## config.mk

```make
export PLATFORM = sky130hd
export DESIGN_NAME = rr_grant_ctrl_flat
export DESIGN_NICKNAME = d
export VERILOG_FILES = /design/src/rtl/rr_grant_ctrl_pkg.sv /design/src/rtl/rr_grant_ctrl_if.sv /design/src/rtl/rr_grant_ctrl_prio_enc.sv /design/src/rtl/rr_grant_ctrl.sv /design/src/flat_wrapper.sv
export SDC_FILE = /design/constraint.sdc
export NUM_CORES = 1
export LEC_CHECK = 0
export ABC_AREA = 1
export CAP_MARGIN = 0
export CORE_UTILIZATION = 55
export CTS_CLUSTER_DIAMETER = 60
export DETAILED_ROUTE_END_ITERATION = 12
export GPL_ROUTABILITY_DRIVEN = 0
export PLACE_DENSITY = 0.8
export SETUP_SLACK_MARGIN = 0.2
export SLEW_MARGIN = 20
export SYNTH_ARGS = -nofsm -noshare
export SYNTH_HDL_FRONTEND = slang
export SYNTH_SLANG_ARGS = --single-unit
```

## constraint.sdc

```tcl
create_clock -name clk -period 5.32 [get_ports clk]
set_clock_uncertainty 0.2 [all_clocks]
set_input_delay 1.064 -clock clk [delete_from_list [all_inputs] [get_ports clk]]
set_output_delay 1.064 -clock clk [all_outputs]
set_load 0.05 [all_outputs]
```

## src/rtl/rr_grant_ctrl_pkg.sv

```systemverilog
// Shared arbiter types, limits and the rotate helper used for pointer-masked
// priority search. Imported by the rr_grant_ctrl block and its encoder.
package util_pkg;

  localparam int ARB_MAX_REQ = 16;
  localparam int ARB_IDX_W   = $clog2(ARB_MAX_REQ);

  typedef enum logic {
    ARB_IDLE,
    ARB_OWNED
  } arb_state_e;

  // Rotates the low 'width' bits of vec left by amt (amt < width); upper bits stay 0.
  function automatic logic [ARB_MAX_REQ-1:0] rotate_left(
    input logic [ARB_MAX_REQ-1:0] vec,
    input int unsigned            amt,
    input int unsigned            width = ARB_MAX_REQ
  );
    logic [ARB_MAX_REQ-1:0] res;
    int unsigned            j;
    res = '0;
    for (int unsigned i = 0; i < ARB_MAX_REQ; i++) begin
      if (i < width) begin
        j = i + amt;
        if (j >= width) j = j - width;
        res[j[ARB_IDX_W-1:0]] = vec[i[ARB_IDX_W-1:0]];
      end
    end
    return res;
  endfunction

endpackage

```

## src/rtl/rr_grant_ctrl_if.sv

```systemverilog
// Requester-side bundle of the round-robin arbiter: request vector in,
// registered grant, owner index, valid and preemption pulse out.
interface rr_grant_ctrl_if #(
  parameter int N_REQ = 4
) ();

  localparam int IDX_W = $clog2(N_REQ);

  logic [N_REQ-1:0] req_i;
  logic [N_REQ-1:0] grant_o;
  logic [IDX_W-1:0] grant_idx_o;
  logic             grant_valid_o;
  logic             preempt_o;

  modport master (
    output req_i,
    input  grant_o, grant_idx_o, grant_valid_o, preempt_o
  );

  modport slave (
    input  req_i,
    output grant_o, grant_idx_o, grant_valid_o, preempt_o
  );

endinterface

```

## src/rtl/rr_grant_ctrl_prio_enc.sv

```systemverilog
// Combinational rotating priority encoder: first set bit of req_i at or after
// start_i, wrapping around; returns one-hot winner, its index and found.
module rr_prio_enc
  import util_pkg::*;
#(
  parameter int N_REQ = 4,
  localparam int IDX_W = $clog2(N_REQ)
) (
  input  logic [N_REQ-1:0] req_i,
  input  logic [IDX_W-1:0] start_i,
  output logic [N_REQ-1:0] grant_oh_o,
  output logic [IDX_W-1:0] idx_o,
  output logic             found_o
);

  logic [ARB_MAX_REQ-1:0] rot;
  logic [ARB_MAX_REQ-1:0] first;
  logic [ARB_IDX_W-1:0]   pos;
  logic                   hit;
  int                     back;
  int                     sum;

  always_comb begin
    // Rotate right by start_i so the start position lands on bit 0.
    back = (start_i == '0) ? 0 : N_REQ - int'(start_i);
    rot  = rotate_left(ARB_MAX_REQ'(req_i), back, N_REQ);
    hit  = 1'b0;
    pos  = '0;
    for (int i = 0; i < N_REQ; i++) begin
      if (rot[ARB_IDX_W'(i)] && !hit) begin
        hit = 1'b1;
        pos = ARB_IDX_W'(i);
      end
    end
    first      = '0;
    first[pos] = hit;
    grant_oh_o = N_REQ'(rotate_left(first, int'(start_i), N_REQ));
    sum        = int'(start_i) + int'(pos);
    if (sum >= N_REQ) sum = sum - N_REQ;
    idx_o   = IDX_W'(sum);
    found_o = hit;
  end

endmodule

```

## src/rtl/rr_grant_ctrl.sv

```systemverilog
// Round-robin grant controller with registered one-hot grants held while the
// owner requests. Optional forced rotation: define RR_GRANT_CTRL_HOLD_LIMIT_EN.
module rr_grant_ctrl
  import util_pkg::*;
#(
  parameter int N_REQ    = 4,
  parameter int MAX_HOLD = 16
) (
  input logic             clk,
  input logic             rst_n,
  rr_grant_ctrl_if.slave  bus
);

  localparam int IDX_W = $clog2(N_REQ);
  localparam logic [IDX_W-1:0] LAST_RST = IDX_W'(N_REQ - 1);

  arb_state_e       state_q, state_d;
  logic [N_REQ-1:0] grant_q, grant_d;
  logic [IDX_W-1:0] idx_q, idx_d;
  logic [IDX_W-1:0] last_q, last_d;
  logic [IDX_W-1:0] start;
  logic [N_REQ-1:0] req_arb;
  logic [N_REQ-1:0] win_oh;
  logic [IDX_W-1:0] win_idx;
  logic             found;
  logic             owner_req;
  logic             other_req;
  logic             force_rot;
  logic             limit_hit;

  assign start     = (last_q == LAST_RST) ? '0 : last_q + 1'b1;
  assign owner_req = |(bus.req_i & grant_q);
  assign other_req = |(bus.req_i & ~grant_q);
  assign force_rot = (state_q == ARB_OWNED) && owner_req && other_req && limit_hit;
  assign req_arb   = force_rot ? (bus.req_i & ~grant_q) : bus.req_i;

  rr_prio_enc #(.N_REQ(N_REQ)) u_prio_enc (
    .req_i      (req_arb),
    .start_i    (start),
    .grant_oh_o (win_oh),
    .idx_o      (win_idx),
    .found_o    (found)
  );

`ifdef RR_GRANT_CTRL_HOLD_LIMIT_EN
  localparam int CNT_W = $clog2(MAX_HOLD) + 1;
  localparam logic [CNT_W-1:0] CNT_LIM = CNT_W'(MAX_HOLD - 1);
  logic [CNT_W-1:0] cnt_q, cnt_d;
  logic             preempt_q, preempt_d;
  // Saturating at the limit lets a late competitor trigger rotation at once.
  assign limit_hit = (cnt_q >= CNT_LIM);
`else
  assign limit_hit = 1'b0;
`endif

  always_comb begin
    state_d = state_q;
    grant_d = grant_q;
    idx_d   = idx_q;
    last_d  = last_q;
`ifdef RR_GRANT_CTRL_HOLD_LIMIT_EN
    cnt_d     = cnt_q;
    preempt_d = 1'b0;
`endif
    case (state_q)
      ARB_IDLE: begin
        if (found) begin
          state_d = ARB_OWNED;
          grant_d = win_oh;
          idx_d   = win_idx;
          last_d  = win_idx;
`ifdef RR_GRANT_CTRL_HOLD_LIMIT_EN
          cnt_d = '0;
`endif
        end
      end
      ARB_OWNED: begin
        if (owner_req && !force_rot) begin
`ifdef RR_GRANT_CTRL_HOLD_LIMIT_EN
          cnt_d = limit_hit ? cnt_q : cnt_q + 1'b1;
`endif
        end else if (found) begin
          grant_d = win_oh;
          idx_d   = win_idx;
          last_d  = win_idx;
`ifdef RR_GRANT_CTRL_HOLD_LIMIT_EN
          cnt_d     = '0;
          preempt_d = force_rot;
`endif
        end else begin
          state_d = ARB_IDLE;
          grant_d = '0;
`ifdef RR_GRANT_CTRL_HOLD_LIMIT_EN
          cnt_d = '0;
`endif
        end
      end
    endcase
  end

  always_ff @(posedge clk) begin
    if (!rst_n) begin
      state_q <= ARB_IDLE;
      grant_q <= '0;
      idx_q   <= '0;
      last_q  <= LAST_RST;
    end else begin
      state_q <= state_d;
      grant_q <= grant_d;
      idx_q   <= idx_d;
      last_q  <= last_d;
    end
  end

`ifdef RR_GRANT_CTRL_HOLD_LIMIT_EN
  always_ff @(posedge clk) begin
    if (!rst_n) begin
      cnt_q     <= '0;
      preempt_q <= 1'b0;
    end else begin
      cnt_q     <= cnt_d;
      preempt_q <= preempt_d;
    end
  end
  assign bus.preempt_o = preempt_q;
`else
  assign bus.preempt_o = 1'b0;
`endif

  assign bus.grant_o       = grant_q;
  assign bus.grant_idx_o   = idx_q;
  assign bus.grant_valid_o = (state_q == ARB_OWNED);

  a_grant_onehot0: assert property (@(posedge clk) disable iff (!rst_n) $onehot0(grant_q));
  a_param_range: assert property (@(posedge clk)
    (N_REQ >= 2) && (N_REQ <= ARB_MAX_REQ) && (MAX_HOLD >= 2) && (MAX_HOLD <= 256));

endmodule

```

## src/flat_wrapper.sv

```systemverilog
// flat-port wrapper written by rule: the top's interface ports become plain ports
module rr_grant_ctrl_flat import util_pkg::*;
#(
  parameter int N_REQ    = 4,
  parameter int MAX_HOLD = 16
)
  (clk, rst_n, bus_req_i, bus_grant_o, bus_grant_idx_o, bus_grant_valid_o, bus_preempt_o);
  rr_grant_ctrl_if #(.N_REQ(N_REQ)) bus_i ();
  input logic clk;
  input logic rst_n;
  input wire logic [$bits(bus_i.req_i)-1:0] bus_req_i;
  output wire logic [$bits(bus_i.grant_o)-1:0] bus_grant_o;
  output wire logic [$bits(bus_i.grant_idx_o)-1:0] bus_grant_idx_o;
  output wire logic [$bits(bus_i.grant_valid_o)-1:0] bus_grant_valid_o;
  output wire logic [$bits(bus_i.preempt_o)-1:0] bus_preempt_o;
  assign bus_i.req_i = bus_req_i;
  assign bus_grant_o = bus_i.grant_o;
  assign bus_grant_idx_o = bus_i.grant_idx_o;
  assign bus_grant_valid_o = bus_i.grant_valid_o;
  assign bus_preempt_o = bus_i.preempt_o;
  rr_grant_ctrl #(.N_REQ(N_REQ), .MAX_HOLD(MAX_HOLD)) u_core (.clk(clk), .rst_n(rst_n), .bus(bus_i));
endmodule
```

==> metrics <==
status=finished, final reports clean; Post-CTS Repair Setup Buffers=0; flops & latches, synth=9; worst slew pin tran=between 0.5 and 0.6 ns; global-route wire length before repair=3880 microns; Area growth syn-to-layout=14.6%; pre-CTS WS=approximately 2.0 ns; element type at the critical path end=register; max-slew violation count=0; Gate power share=79.0%; final setup vio count=0; worst hold path type=reg -> reg; initial antenna violation count=0; via/cell ratio=approximately 5.7; Max-Cap Viols=0; CTS Buf Count=3; via count=between 900 and 1000; core footprint=1580 sq um; power share of the clock group=under 10%; DIE WIDTH=44.0 microns; Final Non-Filler Cells=approximately 170; Rel. slew slack=between 60% and 70%; io pins=14; sequential fraction of design power=14.5%; RSZ-0062 raised after global routing=false; cts hold-fix bufs=0; pwr dens=728 nW/um^2; most common cell after layout, fill and taps aside=nand2_1; Fin. Hold Viols=0; layout cells sized above 1=between 10% and 20%; Cells after Synth=between 100 and 150; H-tree lvl count=1; n_diodes=0; Synth area leader=dfxtp_1; Fmax achieved=roughly 320 MHz; Leakage Power=0.560 nW; DRC=0; CTS tree=done; worst ir drop on vdd=394 uV; Post-Syn Area per Cell=between 6 and 7 sq um; Routed WL per cell=~13 microns; Synth cell types=27; clk root buf=clkbuf_4; nets@finish=roughly 170; Final Util=70.6%; FP Rows=14; Initial DRT Pass Iterations=6; grt ovf=0; sw power=about 0.47 mW; number of global-route vias before repair=slightly above 900; RR Startpoint=u_core.last_q[0]; initial core utilization=between 60 and 70%; min-delay src=u_core.bus.grant_idx_o[0]; TNS Setup=0 ns; Seq/Total Area, Yosys=a little under a fifth; part of the cycle the worst path needs=just under 60%; Initial DRC Count=44; Crit Path Max Fanout=8; placed insts=~170; Final WS setup=between 2 and 2.5 ns; Final min period=around 3.1 ns; pin count of the biggest net entering global routing=11; DIE HEIGHT=approximately 44 microns; worst skew pair latency=~0.27 ns; post-synth design cell area=971 sq um; total power draw=0.810 mW; synth top area cells=dfxtp_1 (19%), nand2_1 (14%), ha_1 (12%), nand3_1 (8.8%), inv_1 (6.6%); Setup crit start kind=input pin; fin area=~1100 sq um; die area=roughly 1900 sq um; hpwl dp=around 1800 microns; GRT Total Usage=between 20% and 30%; CP required=roughly 5.3 ns; post-synth top area share=18.6%; clock sink total=9; Syn Nets=~160; Int Pwr=0.337 mW; Final ANT Viol Nets=0; Worst EP arrival=3.10 ns; Syn. warnings=0; DRT Wirelength=2290 microns; Port-buffer cells=12; critical path startpoint=bus_req_i[1]; Switching Share=around 58%; Hold Slack=~0.27 ns; Clock Path Buffers=2; CP Class=in -> reg; post-cts resize count=0; CTS clk-pin slew, worst paths=about 0.06 ns; dpl cell area=1080 sq um; commonest cells after routing, fill and taps aside=nand2_1 (37), inv_1 (17), nand3_1 (17)
[metal layers]
layer / track usage, % / vias to the layer above / routed length, microns
met2: 42.1 / 39 / 1050
met5: 0 / - / 0
met3: 11.4 / 4 / 171
li1: - / 497 / -
met1: 35.3 / 443 / 1030
met4: 6.06 / 0 / 36
[state kept, by name, summed over array words and instances, names as in the netlist]
signal	count
u_core.bus.grant_idx_o	2
u_core.bus.grant_o	4
u_core.bus.grant_valid_o	1
u_core.last_q	2
[worst max-delay path, cell delays in order]
cell and delay [ns]:
clkdlybuf4s50_1 0.48, a21oi_2 0.16, nand2_1 0.07, nand2_1 0.07
nand2_2 0.07, nor2_4 0.22, nand3_1 0.13, nand2_1 0.09
ha_1 0.16, xor2_1 0.20, inv_1 0.06, nand2_1 0.08
nand3_2 0.08, a21oi_1 0.15
[final timing paths]
check | endpoint | slack, ns | cells past startpoint
worst max-delay path | u_core.bus.grant_idx_o[1] | 2.22 | 14
worst min-delay path | u_core.bus.grant_idx_o[0] | 0.27 | 2
worst max register to register | u_core.bus.grant_idx_o[1] | 2.57 | 15
worst min register to register | u_core.bus.grant_idx_o[0] | 0.27 | 2
[layout make-up]
| type | instances | area (sq um) |
|---|---|---|
| inverter | 22 | 85.1 |
| clock inverter | 1 | 5.00 |
| clock buffer | 3 | 22.5 |
| sequential | 9 | 180 |
| timing repair buffer | 12 | 120 |
| multi-input combinational | 110 | 679 |
| fill | 134 | 464 |
| tap | 16 | 20.0 |
[logic make-up after synthesis]
group / after synthesis / share of synthesized area [%]
AO/OA/AOI/OAI: 27 / 19.1
XOR/XNOR: 1 / 0.902
adder cells (fa/ha/maj): 9 / 11.6
buffers and inverters: 25 / 11.5
flip-flops: 9 / 18.6
other: 1 / 0.386
AND/OR/NAND/NOR: 72 / 38.0
[cells in the mapped netlist]
master    instances
o21ai_0           3
a21oi_2           2
ha_1              9
inv_2             4
xor2_1            1
nand3_4           1
nand3_2           5
conb_1            1
a21oi_4           1
a22o_1            2
nor2_1            5
inv_4             1
nor2_2            1
o21ai_1           1
nand2_4           1
dfxtp_1           9
buf_6             1
nor2_4            2
o211ai_1          4
a21boi_0          1
nand3_1          17
o21ai_4           1
nand2_1          37
nand2_2           3
buf_4             2
inv_1            17
a21oi_1          12
[power by group through the flow]
stage / clock network, mW / registers [mW] / logic, mW
floorplan: 0 / 0.172 / 0.454
CTS: 0.0550 / 0.118 / 0.632
global placement: 0 / 0.118 / 0.621
finish: 0.0530 / 0.117 / 0.640
global route: 0.0594 / 0.122 / 0.707
detailed placement: 0 / 0.119 / 0.630
(Power assumes the default switching activity.)
